`config.mk`:
```
export PLATFORM = sky130hd
export DESIGN_NAME = des_key_schedule
export DESIGN_NICKNAME = d
export VERILOG_FILES = /design/src/rtl/des_key_schedule.sv
export SDC_FILE = /design/constraint.sdc
export NUM_CORES = 1
export LEC_CHECK = 0
export BUFFER_PORTS_ARGS = -buffer_cell sky130_fd_sc_hd__buf_2
export CAP_MARGIN = 20
export CORE_MARGIN = 1.5
export CORE_UTILIZATION = 35
export DETAILED_ROUTE_END_ITERATION = 10
export PLACE_DENSITY = 0.53
export SYNTH_ARGS = -nofsm -noshare
export SYNTH_HDL_FRONTEND = slang
export SYNTH_SLANG_ARGS = --single-unit
```
`constraint.sdc`:
```
create_clock -name clk -period 3.55 [get_ports clk]
set_clock_uncertainty 0.15 [all_clocks]
set_input_delay 0.71 -clock clk [delete_from_list [all_inputs] [get_ports clk]]
set_output_delay 0.71 -clock clk [all_outputs]
set_load 0.05 [all_outputs]
```
`src/rtl/des_key_schedule.sv`:
```
// DES round-key generator: PC-1 load, per-round C/D rotate, PC-2 compress,
// one 48-bit subkey per valid/ready handshake in encrypt or decrypt order.
module des_key_schedule #(
  parameter bit ALLOW_RESTART = 1'b0
) (
  input  logic        clk,
  input  logic        rst_n,
  input  logic        start,
  input  logic        decrypt,
  input  logic [63:0] key,
  output logic        k_valid,
  input  logic        k_ready,
  output logic [47:0] k_out,
  output logic [3:0]  k_round,
  output logic        k_last,
  output logic        busy,
  output logic        done
);

  typedef enum logic {IDLE, RUN} state_t;

  // Table entries are 1-based DES bit numbers, MSB first.
  localparam int PC1 [56] = '{
    57, 49, 41, 33, 25, 17,  9,
     1, 58, 50, 42, 34, 26, 18,
    10,  2, 59, 51, 43, 35, 27,
    19, 11,  3, 60, 52, 44, 36,
    63, 55, 47, 39, 31, 23, 15,
     7, 62, 54, 46, 38, 30, 22,
    14,  6, 61, 53, 45, 37, 29,
    21, 13,  5, 28, 20, 12,  4
  };

  localparam int PC2 [48] = '{
    14, 17, 11, 24,  1,  5,
     3, 28, 15,  6, 21, 10,
    23, 19, 12,  4, 26,  8,
    16,  7, 27, 20, 13,  2,
    41, 52, 31, 37, 47, 55,
    30, 40, 51, 45, 33, 48,
    44, 49, 39, 56, 34, 53,
    46, 42, 50, 36, 29, 32
  };

  function automatic logic [55:0] pc1_permute(input logic [63:0] k);
    logic [55:0] r;
    r = '0;
    for (int i = 0; i < 56; i++) r[6'(55 - i)] = k[6'(64 - PC1[i])];
    return r;
  endfunction

  function automatic logic [47:0] pc2_compress(input logic [55:0] cd);
    logic [47:0] r;
    r = '0;
    for (int i = 0; i < 48; i++) r[6'(47 - i)] = cd[6'(56 - PC2[i])];
    return r;
  endfunction

  // Circular rotate of one 28-bit half; amount 0 passes the half through.
  function automatic logic [27:0] rot28(input logic [27:0] h, input logic right,
                                        input logic [1:0] amt);
    logic [27:0] r;
    case ({right, amt})
      3'b0_01: r = {h[26:0], h[27]};
      3'b0_10: r = {h[25:0], h[27:26]};
      3'b1_01: r = {h[0], h[27:1]};
      3'b1_10: r = {h[1:0], h[27:2]};
      default: r = h;
    endcase
    return r;
  endfunction

  // ri is the 0-based position in the emitted sequence. Decrypt position 0
  // reuses CD0 unrotated because CD16 equals CD0.
  function automatic logic [55:0] step_cd(input logic [55:0] cd, input logic dec,
                                          input logic [3:0] ri);
    logic       single;
    logic [1:0] amt;
    single = (ri == 4'd0) || (ri == 4'd1) || (ri == 4'd8) || (ri == 4'd15);
    amt    = single ? 2'd1 : 2'd2;
    if (dec && (ri == 4'd0)) amt = 2'd0;
    return {rot28(cd[55:28], dec, amt), rot28(cd[27:0], dec, amt)};
  endfunction

  state_t      state_q, state_d;
  logic [55:0] cd_q, cd_d;
  logic        dec_q, dec_d;
  logic [47:0] k_out_d;
  logic [3:0]  round_d;
  logic        done_d;
  logic        load;

  // Parity bits never reach the schedule.
  logic parity_unused;
  assign parity_unused = ^{key[56], key[48], key[40], key[32],
                           key[24], key[16], key[8], key[0]};

  // NOTE: every signal assigned below gets a default first, so no path leaves
  // a value unassigned and no latch is inferred.
  always_comb begin
    state_d = state_q;
    cd_d    = cd_q;
    dec_d   = dec_q;
    k_out_d = k_out;
    round_d = k_round;
    done_d  = 1'b0;
    load    = start && ((state_q == IDLE) || ALLOW_RESTART);

    if (load) begin
      cd_d    = step_cd(pc1_permute(key), decrypt, 4'd0);
      k_out_d = pc2_compress(cd_d);
      round_d = 4'd0;
      dec_d   = decrypt;
      state_d = RUN;
    end else if ((state_q == RUN) && k_ready) begin
      if (k_round == 4'd15) begin
        state_d = IDLE;
        done_d  = 1'b1;
      end else begin
        cd_d    = step_cd(cd_q, dec_q, k_round + 4'd1);
        k_out_d = pc2_compress(cd_d);
        round_d = k_round + 4'd1;
      end
    end
  end

  // NOTE: registered state uses non-blocking assignments so every flop samples
  // the pre-edge values regardless of process ordering.
  always_ff @(posedge clk or negedge rst_n) begin
    if (!rst_n) begin
      state_q <= IDLE;
      cd_q    <= '0;
      dec_q   <= 1'b0;
      k_out   <= '0;
      k_round <= '0;
      done    <= 1'b0;
    end else begin
      state_q <= state_d;
      cd_q    <= cd_d;
      dec_q   <= dec_d;
      k_out   <= k_out_d;
      k_round <= round_d;
      done    <= done_d;
    end
  end

  assign k_valid = (state_q == RUN);
  assign busy    = (state_q == RUN);
  assign k_last  = k_valid && (k_round == 4'd15);

endmodule

```
==> flow_metrics.tcl <==
set metrics [dict create \
    portBuffers 54 \
    synthesis.area_sq_um 4930 \
    synth_edf_count 0 \
    cts_resized 0 \
    max_freq_ghz 0.346 \
    fp.dieH_um 122 \
    die_w_um 122 \
    fin_nets 645 \
    status "complete, no violations" \
    crit_buf_inv 1 \
    cts_root_buf "clkbuf_16" \
    postRouteAntennaNets 0 \
    cts.reportedPaths.clkPinSlew_ns 0.06 \
    gr-total-overflow 0 \
    diodes 0 \
    p_leak_uw 0.00220 \
    ir_drop_uv 333 \
    gp_routability_congestion 0.811 \
    layout-drive-gt1-share 0.199 \
    avgRoutedWirePerCell_um 19.6 \
    firstDrtPassIters 6 \
    p_per_area_nw_per_um2 1200 \
    cpPeakStageDelay_ns 0.58 \
    max-clock-path-buffers 2 \
    tightest_slew_ns 0.937 \
    wl_um 14800 \
    grt_pass1_vias 4527 \
    p_total_uw 6360 \
    antenna_found_initial 0 \
    h-tree-depth 3 \
    synth_cells 573 \
    grt_max_degree 76 \
    dpl.cell_count 742 \
    maxSlewViolCount 0 \
    cts.sinks 63 \
    finalCriticalPeriod_ns 2.89 \
    post_cts_buffers 0 \
    ys_seq_elements 63 \
    final_cell_mix "dfrtp_1, buf_2, a31oi_1" \
    nFillCells 1421 \
    cp-start-kind "flop" \
    postPlaceCellArea_sq_um 5060 \
    via_per_inst 6.12 \
    seq_area_frac_synth 0.320 \
    crit_family "simple AND/OR/NAND/NOR gates" \
    cp_data_arrival_time_ns 2.95 \
    final_common_cell "dfrtp_1" \
    worstPathCellList "ha_1 > or4b_4 > o21a_1 > nand2_1 > buf_4 > mux2i_1 > a31oi_1" \
    core-area_sq_um 13800 \
    max_slew_margin 0.375 \
    postCtsHoldBufs 0 \
    async_reset_ff_frac 1.00 \
    cp_max_fo 14 \
    grt_usage 0.206 \
    stdcell_area_sq_um 5310 \
    maxCapViolations 0 \
    dominantRegCellSynth "dfrtp_1" \
    hp-class "input pin to asynchronous set/reset pin" \
    fin_crit_sh 0.814 \
    drc 0 \
    yosys_warnings 0 \
    fin_tns_setup_ns 0 \
    numCtsBuffers 9 \
    fin_cells 757 \
    clock_latency_ns 0.34 \
    grt_pass1_wl_um 23700 \
    cts_tree "yes" \
    ios 125 \
    worst-setup-path-type "flop to flop" \
    rsz0062_at_grt "no" \
    ys_types 57 \
    endpoint_kind "flop" \
    hpwl_um 9510 \
    start_util 0.357 \
    die_area_sq_um 14800 \
    cp_slowest_cell "or4b_4" \
    avgSynthCellArea_sq_um 8.61 \
    rows 43 \
    area_growth_pct 7.58 \
    drt-initial-drc-count 358 \
    via_count 4635 \
    setup_viol 0 \
    required_ns 3.61 \
    timing_hold_violations_final 0 \
]
power by group:
group	internal [uW]	leakage (uW)	switching (uW)
clock network	467	0.000123	324
registers	1100	0.000744	620
logic	1370	0.00133	2490
state kept, by name (all words and copies together) (netlist names):
name     flops
cd_q        55
k_round      4
busy         1
dec_q        1
done         1
k_out        1
kinds of logic (layout without fill, tap and decap cells):
| family | Yosys count | count (layout) | share of synthesized area |
|---|---|---|---|
| compound gates | 214 | 214 | 0.297 |
| xor+xnor | 1 | 1 | 0.00178 |
| fa+ha+maj | 3 | 3 | 0.00761 |
| buf+inv | 114 | 97 | 0.138 |
| flops | 63 | 63 | 0.320 |
| mux | 44 | 44 | 0.0938 |
| other cells | 1 | 22 | 0.000760 |
| simple gates | 133 | 133 | 0.141 |
synthesized netlist by cell type (6+ instances only):
cell	number	area [sq um]
dfrtp_1	63	1580
a31oi_1	53	332
buf_4	51	383
nand2_1	39	146
a21oi_1	38	190
clkbuf_1	36	135
o21ai_0	27	135
mux2i_1	26	260
nor2b_1	22	138
nand3_1	19	95.1
mux2_2	18	203
o31ai_1	15	113
buf_2	12	60.1
nor2_1	12	45.0
and3_1	10	62.6
a2111oi_0	9	78.8
a211oi_1	9	67.6
a221o_1	8	80.1
a21o_1	6	45.0
a32oi_1	6	52.6
buf_6	6	67.6
inv_1	6	22.5
nor3_1	6	30.0
nor4_1	6	37.5
o21ai_1	6	30.0
layout make-up:
class | instances | area, sq um | area share
inverters | 7 | 26.3 | 0.00495
repair buffers | 75 | 453 | 0.0853
clock inverters | 2 | 10.0 | 0.00189
multi-input cells | 417 | 2770 | 0.522
clock buffers | 13 | 240 | 0.0453
well taps | 180 | 225 | 0.0424
flip-flops and latches | 63 | 1580 | 0.298
metal layers:
layer | vias to the layer above | wire length, um | global-route usage
li1 | 2101 | - | -
met4 | 0 | 320 | 0.101
met5 | - | 0 | 0
met3 | 24 | 813 | 0.0426
met1 | 2348 | 6600 | 0.264
met2 | 162 | 7110 | 0.330
metrics by stage:
step / hold WS (ns) / worst slack [ns] / util
finish: 0.293 / 0.659 / 0.384
floorplan: 0.264 / 0.809 / -
CTS: 0.326 / 0.678 / 0.384
detailed placement: 0.377 / 0.694 / 0.366
global placement: 0.377 / 0.735 / 0.366
global route: 0.358 / 0.566 / 0.384
worst paths after layout:
| path | depth (start not counted) | from | end | slack, ns |
|---|---|---|---|---|
| setup / recovery | 7 | k_round[0] | cd_q[31] | 0.66 |
| hold / removal | 1 | rst_n | k_round[2] | 0.29 |
| setup reg to reg | 7 | k_round[0] | cd_q[31] | 0.66 |
| hold reg to reg | 2 | cd_q[50] | cd_q[50] | 0.39 |
| max in group asynchronous | 2 | rst_n | cd_q[51] | 2.30 |
| min in group clk | 2 | cd_q[50] | cd_q[50] | 0.39 |
No activity file was read; power rests on OpenSTA's default activity.
